===== config.mk =====
export PLATFORM = sky130hd
export DESIGN_NAME = bird_controller
export DESIGN_NICKNAME = d
export VERILOG_FILES = /design/src/rtl/bird_pkg.sv /design/src/rtl/edge_detect.sv /design/src/rtl/bird_controller.sv
export SDC_FILE = /design/constraint.sdc
export NUM_CORES = 1
export LEC_CHECK = 0
export CAP_MARGIN = 5
export CORE_MARGIN = 2
export CORE_UTILIZATION = 40
export CTS_CLUSTER_SIZE = 40
export DETAILED_ROUTE_END_ITERATION = 6
export GPL_ROUTABILITY_DRIVEN = 1
export PLACE_DENSITY = 0.75
export SLEW_MARGIN = 25
export SYNTH_ARGS = -nofsm -noshare
export SYNTH_HDL_FRONTEND = slang
export SYNTH_SLANG_ARGS = --single-unit

===== constraint.sdc =====
create_clock -name Clock -period 3.64 [get_ports Clock]
set_input_delay 0.728 -clock Clock [delete_from_list [all_inputs] [get_ports Clock]]
set_output_delay 0.728 -clock Clock [all_outputs]
set_load 0.005 [all_outputs]

===== src/rtl/bird_pkg.sv =====
// ============================================================================
//  Module      : bird_pkg
//  Description : Shared types and constants for the Flappy Bird controller.
//  Revision    : 1.0
// ============================================================================
`default_nettype none

package bird_pkg;

    localparam int         COL_H     = 16;
    localparam logic [7:0] SCORE_MAX = 8'd255;

    typedef enum logic [1:0] {
        IDLE = 2'd0,
        PLAY = 2'd1,
        DEAD = 2'd2
    } game_state_t;

endpackage

`default_nettype wire


===== src/rtl/edge_detect.sv =====
// ============================================================================
//  Module      : edge_detect
//  Description : Rising-edge detector for a synchronized button level.
//  Revision    : 1.0
// ============================================================================
`default_nettype none

module edge_detect (
    input  logic Clock,
    input  logic RST,
    input  logic in,
    output logic rise
);

    logic in_q;

    always_ff @(posedge Clock) begin
        if (!RST) begin
            in_q <= 1'b0;
        end else begin
            in_q <= in;
        end
    end

    assign rise = in & ~in_q;

endmodule

`default_nettype wire


===== src/rtl/bird_controller.sv =====
// ============================================================================
//  Module      : bird_controller
//  Description : Flap/gravity move sequencing, collision, score and game FSM.
//  Revision    : 1.0
// ============================================================================
`default_nettype none

module bird_controller #(
    parameter int GRAV_PERIOD = 4,
    parameter int FLAP_STEPS  = 2,
    parameter int COL_H       = bird_pkg::COL_H
) (
    input  logic             Clock,
    input  logic             RST,
    input  logic             tick,
    input  logic             flap,
    input  logic [COL_H-1:0] bird_pos,
    input  logic [COL_H-1:0] pipe_mask,
    input  logic             pipe_pass,
    output logic             move_up,
    output logic             move_down,
    output logic             col_clear,
    output logic             playing,
    output logic             game_over,
    output logic [7:0]       score
);

    import bird_pkg::*;

    localparam int CW = $clog2(FLAP_STEPS + 1);
    localparam int GW = (GRAV_PERIOD > 1) ? $clog2(GRAV_PERIOD) : 1;

    localparam logic [CW-1:0] CLIMB_INIT = CW'(FLAP_STEPS);
    localparam logic [GW-1:0] GRAV_LAST  = GW'(GRAV_PERIOD - 1);

    game_state_t   state, state_n;
    logic [CW-1:0] climb, climb_n;
    logic [GW-1:0] grav_cnt, grav_cnt_n;
    logic [7:0]    score_n;
    logic          move_up_n, move_down_n, col_clear_n;
    logic          flap_edge;
    logic          collision;

    edge_detect u_flap_edge (
        .Clock (Clock),
        .RST   (RST),
        .in    (flap),
        .rise  (flap_edge)
    );

    // An empty column means the bird has fallen off the bottom.
    assign collision = (|(bird_pos & pipe_mask)) || (bird_pos == '0);

    always_ff @(posedge Clock) begin
        if (!RST) begin
            state     <= IDLE;
            climb     <= '0;
            grav_cnt  <= '0;
            score     <= '0;
            move_up   <= 1'b0;
            move_down <= 1'b0;
            col_clear <= 1'b0;
        end else begin
            state     <= state_n;
            climb     <= climb_n;
            grav_cnt  <= grav_cnt_n;
            score     <= score_n;
            move_up   <= move_up_n;
            move_down <= move_down_n;
            col_clear <= col_clear_n;
        end
    end

    always_comb begin
        state_n     = state;
        climb_n     = climb;
        grav_cnt_n  = grav_cnt;
        score_n     = score;
        move_up_n   = 1'b0;
        move_down_n = 1'b0;
        col_clear_n = 1'b0;

        case (state)
            IDLE: begin
                if (flap_edge) begin
                    state_n    = PLAY;
                    climb_n    = CLIMB_INIT;
                    grav_cnt_n = '0;
                end
            end

            PLAY: begin
                if (collision) begin
                    state_n = DEAD;
                end else if (flap_edge) begin
                    // A tick arriving with the flap is swallowed by design.
                    climb_n    = CLIMB_INIT;
                    grav_cnt_n = '0;
                end else if (tick) begin
                    if (climb != '0) begin
                        if (bird_pos[COL_H-1]) begin
                            climb_n = '0;
                        end else begin
                            move_up_n  = 1'b1;
                            climb_n    = climb - 1'b1;
                            grav_cnt_n = '0;
                        end
                    end else if (grav_cnt < GRAV_LAST) begin
                        grav_cnt_n = grav_cnt + 1'b1;
                    end else if (bird_pos[0]) begin
                        state_n = DEAD;
                    end else begin
                        move_down_n = 1'b1;
                        grav_cnt_n  = '0;
                    end
                end

                if (pipe_pass && (score != SCORE_MAX)) begin
                    score_n = score + 8'd1;
                end
            end

            DEAD: begin
                if (flap_edge) begin
                    state_n     = IDLE;
                    col_clear_n = 1'b1;
                    score_n     = '0;
                    climb_n     = '0;
                    grav_cnt_n  = '0;
                end
            end

            default: begin
                state_n = IDLE;
            end
        endcase
    end

    always_comb begin
        playing   = (state == PLAY);
        game_over = (state == DEAD);
    end

endmodule

`default_nettype wire


==> flow_metrics.env, run 1 <==
export IMPL_worstSetupPathType="reg -> out"
export IMPL_finalSetupTns_ns=0
export IMPL_min_path_type="reg -> reg"
export IMPL_r2r_slack_ns=1.44
export IMPL_yosysSeqAreaShare=0.2924
export IMPL_synth_area_leader_cell="dfxtp_1"
export IMPL_via_per_inst=5.741
export IMPL_ctsHoldBuffers=0
export IMPL_ctsResizeCount=0
export IMPL_place_ws_ns=1.093
export IMPL_htreeDepth=1
export IMPL_multi_input_area_um2=825.8
export IMPL_cts_made_buffers=3
export IMPL_worst_slew_pin_slew_ns=0.5113
export IMPL_diodes=0
export IMPL_numPortBuffers=49
export IMPL_path_depth=2
export IMPL_dr_pass1_iters=4
export IMPL_status="completed"
export IMPL_clockBufferDepth=2
export IMPL_die_h_um=59.51
export IMPL_ys_ff_latch=18
export IMPL_dieWidth_um=59.51
export IMPL_cts_tree="built"
export IMPL_cap_violations=0
export IMPL_drive_gt1_frac=0.05528
export IMPL_critPathMaxFanout=13
export IMPL_fp_row_count=20
export IMPL_postRouteAntennaNets=0
export IMPL_end_kind="output port"
export IMPL_max_freq_mhz=392.5
export IMPL_p_comb_frac=0.530
export IMPL_hold_slack_ns=0.4706
export IMPL_syn_to_final_growth_pct=43.96
export IMPL_rsz0062_at_grt="no"
export IMPL_gp_congestion=0.9562
export IMPL_finalCriticalPeriod_ns=2.548
export IMPL_pin_count=50
export IMPL_finalCritPeriodShare=0.6999
export IMPL_clk_pin_slew_ns=0.09
export IMPL_grt_pass1_vias=1253
export IMPL_swShare=0.3965
export IMPL_drv_slew=0
export IMPL_yosys_area_top_type_share=0.2924
export IMPL_setup_slack_ns=1.092
export IMPL_dieArea_um2=3541
export IMPL_max_slew_margin=0.6565
export IMPL_cts_root_buf="clkbuf_4"
export IMPL_reg2reg_to="score[2]"
export IMPL_synthTopCellsByArea="dfxtp_1 (29%), ha_1 (8.1%), mux2i_1 (6.5%)"
export IMPL_critPathMaxStageDelay_ns=0.59
export IMPL_min_from="climb[0]"
export IMPL_cts_sinks=18
export IMPL_fin_worst_skew_ns=0.003384
export IMPL_vias=1332
export IMPL_critPathSlowestCell="clkdlybuf4s50_1"
export IMPL_start_kind="flip-flop"
export IMPL_synth_area_um2=1232
export IMPL_synth_avg_cell_area_um2=8.162
export IMPL_drtIter0Drc=72
export IMPL_start_util=0.4104
export IMPL_final_cell_mix="clkdlybuf4s50_1 (49), nand2_1 (18), dfxtp_1 (18), nand3_1 (13)"
export IMPL_overflow=0
export IMPL_antenna_found_initial=0
export IMPL_synth_warnings=0
export IMPL_syn_inst=151
export IMPL_hold_viol=0
export IMPL_power_density_nw_per_um2=421.9
export IMPL_worst_endpoint_arrival_ns=1.82
export IMPL_gr_usage_all_layers=0.2048
export IMPL_seq_area_um2=360.3
export IMPL_avgRoutedWirePerCell_um=14.64
export IMPL_reg2reg_from="state[1]"
export IMPL_r2r_cells=6
export IMPL_p_switching_mw=0.2968
export IMPL_endpoint="playing"
export IMPL_critPathRequiredTime_ns=2.91
export IMPL_grt_max_degree=14
export IMPL_p_seq_frac=0.342
export IMPL_insertion_delay_ns=0.29
export IMPL_finalPower_mw=0.7485
export IMPL_final_common_cell="clkdlybuf4s50_1"
export IMPL_setup_viol=0
export IMPL_post_cts_buffers=0
export IMPL_internal_power_mw=0.4517
export IMPL_crit_chain="ha_1 -> clkdlybuf4s50_1"
export IMPL_vdd_drop_max_v=0.0003802
export IMPL_pwr_share_clk=0.128
export IMPL_cp_top_family="buffers and inverters"
export IMPL_p_leak_nw=0.6720
export IMPL_synth_cell_types=40
export IMPL_synth_nets=196
export IMPL_worstSetupStartpoint="state[0]"
export IMPL_wirelength_um=3396
export IMPL_nNetsFinal=246
export IMPL_worst_path_buf_inv=1
export IMPL_fillCellCount=279
export IMPL_coreArea_um2=3003
export IMPL_drcViolationCount=0
export IMPL_dpl_hpwl_um=2787
export IMPL_grt_pass1_wl_um=5658
==> layout make-up <==
cell class / instances / area share
inverters: 7 / 0.01481
multi-input cells: 121 / 0.4654
clock buffers: 3 / 0.01269
flip-flops and latches: 18 / 0.2031
repair buffers: 50 / 0.2807
well taps: 33 / 0.02327
==> flip-flops by register name, summed over array words and instances (netlist names) <==
signal,flops
score,8
u_flap_edge.in_q,1
state,2
col_clear,1
move_down,1
climb,2
grav_cnt,2
move_up,1
==> worst reg2reg max path: stages (launching register included) <==
cell and delay, ns:
dfxtp_1 0.41, inv_1 0.10, ha_1 0.34, and3_1 0.26
a41oi_2 0.40, nand3_1 0.26, a32o_1 0.32
==> synth_stat cells <==
master and instances:
dfxtp_1 18, nand2_1 18, nand3_1 13, a22oi_1 8, ha_1 8, mux2i_1 8
nor2_1 8, inv_1 7, nor4_1 7, a21oi_1 5, nand4_1 5, nor3_1 5
clkbuf_1 4, and3_1 3, nand2b_1 3, nor2b_1 3, xor2_1 3, a32o_1 2
and2_1 2, a21o_1 1, a2bb2oi_1 1, a31oi_1 1, a41oi_2 1, and4_1 1
and4_4 1, buf_2 1, mux2_2 1, nand4b_1 1, nor2_2 1, nor3b_1 1
nor4bb_1 1, o2111ai_1 1, o211ai_1 1, o21ai_0 1, o21ai_1 1, o221a_2 1
o22a_4 1, or3_1 1, or4_1 1, or4_4 1
==> how the worst min path moves through the flow <==
stage	end	cells past startpoint
floorplan	climb[0]	2
finish	climb[0]	2
global route	climb[1]	2
global placement	climb[0]	2
CTS	climb[0]	2
detailed placement	climb[0]	2
==> per-stage QoR <==
step	utilization	instances	area [um2]
after floorplan	-	151	1232
after global placement	0.5833	229	1752
after detailed placement	0.5833	229	1752
after CTS	0.5908	232	1774
after global routing	0.5908	232	1774
final	0.5908	232	1774
==> power by group through the flow <==
stage	combinational [mW]	clock [mW]	sequential [mW]
detailed placement	0.393	0	0.261
CTS	0.394	0.101	0.256
global placement	0.386	0	0.257
global route	0.441	0.108	0.260
finish	0.396	0.0959	0.256
floorplan	0.262	0	0.253
==> logic make-up after synthesis <==
group | count (synthesis) | synth area share
buf+inv | 12 | 0.03756
compound gates | 25 | 0.1614
simple gates | 76 | 0.3320
fa+ha+maj | 8 | 0.08122
xor+xnor | 3 | 0.02132
flops | 18 | 0.2924
mux | 9 | 0.07411
==> per-layer routing <==
layer	vias to the layer above	share of wire	GRT usage
met5	-	0	0
met4	0	0.0088	0.02857
met3	4	0.034	0.04585
met2	27	0.48	0.3203
met1	639	0.48	0.2944
li1	662	-	-
(Power assumes the default switching activity.)
==> run 2: changes to the inputs <==
- CORE_UTILIZATION: 40 -> 39
- PLACE_DENSITY: 0.75 -> 0.76
- clock period: 3.64 -> 2.3 ns (I/O delays scaled with it)
==> run 2 against run 1 <==
Compared with the run above: largest cell class unchanged; utilization grew 2.4 points; die area grew 2.4%; critical path depth grew 2; clock skew grew 0.0010 ns; global-route usage grew 1.6 points; the run now ends with DRC left; first-iteration DRC count grew 21%; worst setup slack lost 0.98 ns; largest power group unchanged.
==> flow_metrics.env, run 2 (synthesis results as in run 1) <==
export IMPL_status="finished, violations left"
export IMPL_violations="DRC"
export IMPL_clockBufferDepth=2
export IMPL_wl_met1_um=1655
export IMPL_critPathMaxFanout=9
export IMPL_p_comb_frac=0.517
export IMPL_whs_path_depth=2
export IMPL_gp_congestion=0.9017
export IMPL_vias=1378
export IMPL_setup_viol=0
export IMPL_crit_chain="inv_1 -> ha_1 -> buf_4 -> clkdlybuf4s50_1"
export IMPL_antenna_found_initial=0
export IMPL_numPortBuffers=49
export IMPL_dpl_hpwl_um=2995
export IMPL_worst_slew_pin_slew_ns=0.5705
export IMPL_dr_wl_met2_um=1795
export IMPL_diodes=0
export IMPL_p_seq_frac=0.317
export IMPL_via_per_inst=5.468
export IMPL_gr_usage_all_layers=0.2207
export IMPL_wl_met3_um=128
export IMPL_fp_row_count=20
export IMPL_cap_violations=0
export IMPL_finalSetupTns_ns=0
export IMPL_finalCritPeriodShare=0.9531
export IMPL_worstSetupPathType="reg -> out"
export IMPL_start_kind="flip-flop"
export IMPL_dr_pass1_iters=7
export IMPL_cts_root_buf="clkbuf_4"
export IMPL_insertion_delay_ns=0.31
export IMPL_post_cts_buffers=0
export IMPL_pwr_share_clk=0.165
export IMPL_fin_worst_skew_ns=0.004427
export IMPL_end_kind="output port"
export IMPL_regMostFlops="score"
export IMPL_final_cell_mix="clkdlybuf4s50_1 (49), nand2_1 (18), dfxtp_1 (18), nand3_1 (13), buf_4 (9)"
export IMPL_hold_slack_ns=0.4704
export IMPL_nNetsFinal=254
export IMPL_wirelength_um=3648
export IMPL_r2r_slack_ns=0.30
export IMPL_power_density_nw_per_um2=682.1
export IMPL_postRouteAntennaNets=0
export IMPL_drive_gt1_frac=0.09615
export IMPL_critPathSlowestCell="dfxtp_1"
export IMPL_finalCriticalPeriod_ns=2.192
export IMPL_worst_endpoint_arrival_ns=1.73
export IMPL_grt_pass1_wl_um=6044
export IMPL_drv_slew=0
export IMPL_r2r_cells=7
export IMPL_critPathRequiredTime_ns=1.84
export IMPL_critPathMaxStageDelay_ns=0.47
export IMPL_vdd_drop_max_v=0.0004532
export IMPL_overflow=0
export IMPL_routed_top_layer="met4"
export IMPL_max_freq_mhz=456.2
export IMPL_grt_pass1_vias=1368
export IMPL_drcViolationCount=2
export IMPL_avgRoutedWirePerCell_um=14.48
export IMPL_min_path_type="reg -> reg"
export IMPL_clk_pin_slew_ns=0.11
export IMPL_p_leak_nw=0.7175
export IMPL_drtIter0Drc=87
export IMPL_hold_viol=0
export IMPL_dieArea_um2=3626
export IMPL_max_slew_margin=0.6167
export IMPL_rsz0062_at_grt="no"
export IMPL_syn_to_final_growth_pct=51.07
export IMPL_htreeDepth=1
export IMPL_dieWidth_um=60.22
export IMPL_internal_power_mw=0.7764
export IMPL_cts_made_buffers=3
export IMPL_final_common_cell="clkdlybuf4s50_1"
export IMPL_pin_count=50
export IMPL_cts_tree="built"
export IMPL_p_switching_mw=0.4935
export IMPL_cts_sinks=18
export IMPL_ctsHoldBuffers=0
export IMPL_largest_reg_flops=8
export IMPL_ctsResizeCount=0
export IMPL_grt_max_degree=13
export IMPL_coreArea_um2=3028
export IMPL_swShare=0.3886
export IMPL_die_h_um=60.22
export IMPL_start_util=0.4070
run 2: cell types whose count changed in the layout (fill, tap and decap cells not counted), sizes merged:
cell	change
clkbuf	+1
buf	+8
run 2: per-layer routing:
layer | vias up | global-route usage
met2 | 40 | 0.3634
li1 | 679 | -
met3 | 9 | 0.04762
met1 | 650 | 0.2721
met5 | - | 0
met4 | 0 | 0.1016
run 2: area by class of cell:
| class | instances | area [um2] |
|---|---|---|
| Timing Repair Buffer | 58 | 558.0 |
| Tap cell | 44 | 55.05 |
| Fill cell | 279 | 1166 |
| Multi-Input combinational cell | 121 | 825.8 |
| Inverter | 7 | 26.28 |
| Sequential cell | 18 | 360.3 |
| Clock buffer | 4 | 36.28 |
run 2: power groups by stage:
stage          Combinational [mW]  Clock (mW)  Sequential (mW)
4_1_cts                     0.656       0.211            0.403
3_5_place_dp                0.655           0            0.411
3_3_place_gp                0.643           0            0.407
2_1_floorplan               0.414           0            0.401
6_report                    0.657       0.210            0.403
5_1_grt                     0.729       0.226            0.410
run 2: through the flow:
| stage | setup slack [ns] | cell area (um2) | std cells | power [mW] | util |
|---|---|---|---|---|---|
| after global routing | 0.008486 | 1862 | 252 | 1.365 | 0.6149 |
| after global placement | 0.07694 | 1826 | 248 | 1.051 | 0.6029 |
| after CTS | 0.1027 | 1862 | 252 | 1.270 | 0.6149 |
| after detailed placement | 0.08783 | 1826 | 248 | 1.066 | 0.6029 |
| final | 0.1080 | 1862 | 252 | 1.270 | 0.6149 |
| after floorplan | 0.3505 | 1232 | 151 | 0.8150 | - |
run 2: path summary, 6_finish.rpt:
| kind | to | start |
|---|---|---|
| max reg2reg | grav_cnt[0] | state[0] |
| max | game_over | state[0] |
| min reg2reg | climb[1] | climb[1] |
| min | climb[1] | climb[1] |
run 2: critical path, delay by kind of cell, from the launching register on:
family,cells,cell delay [ns]
flip-flops,1,0.47
adder cells (fa/ha/maj),1,0.23
buffers and inverters,3,0.72
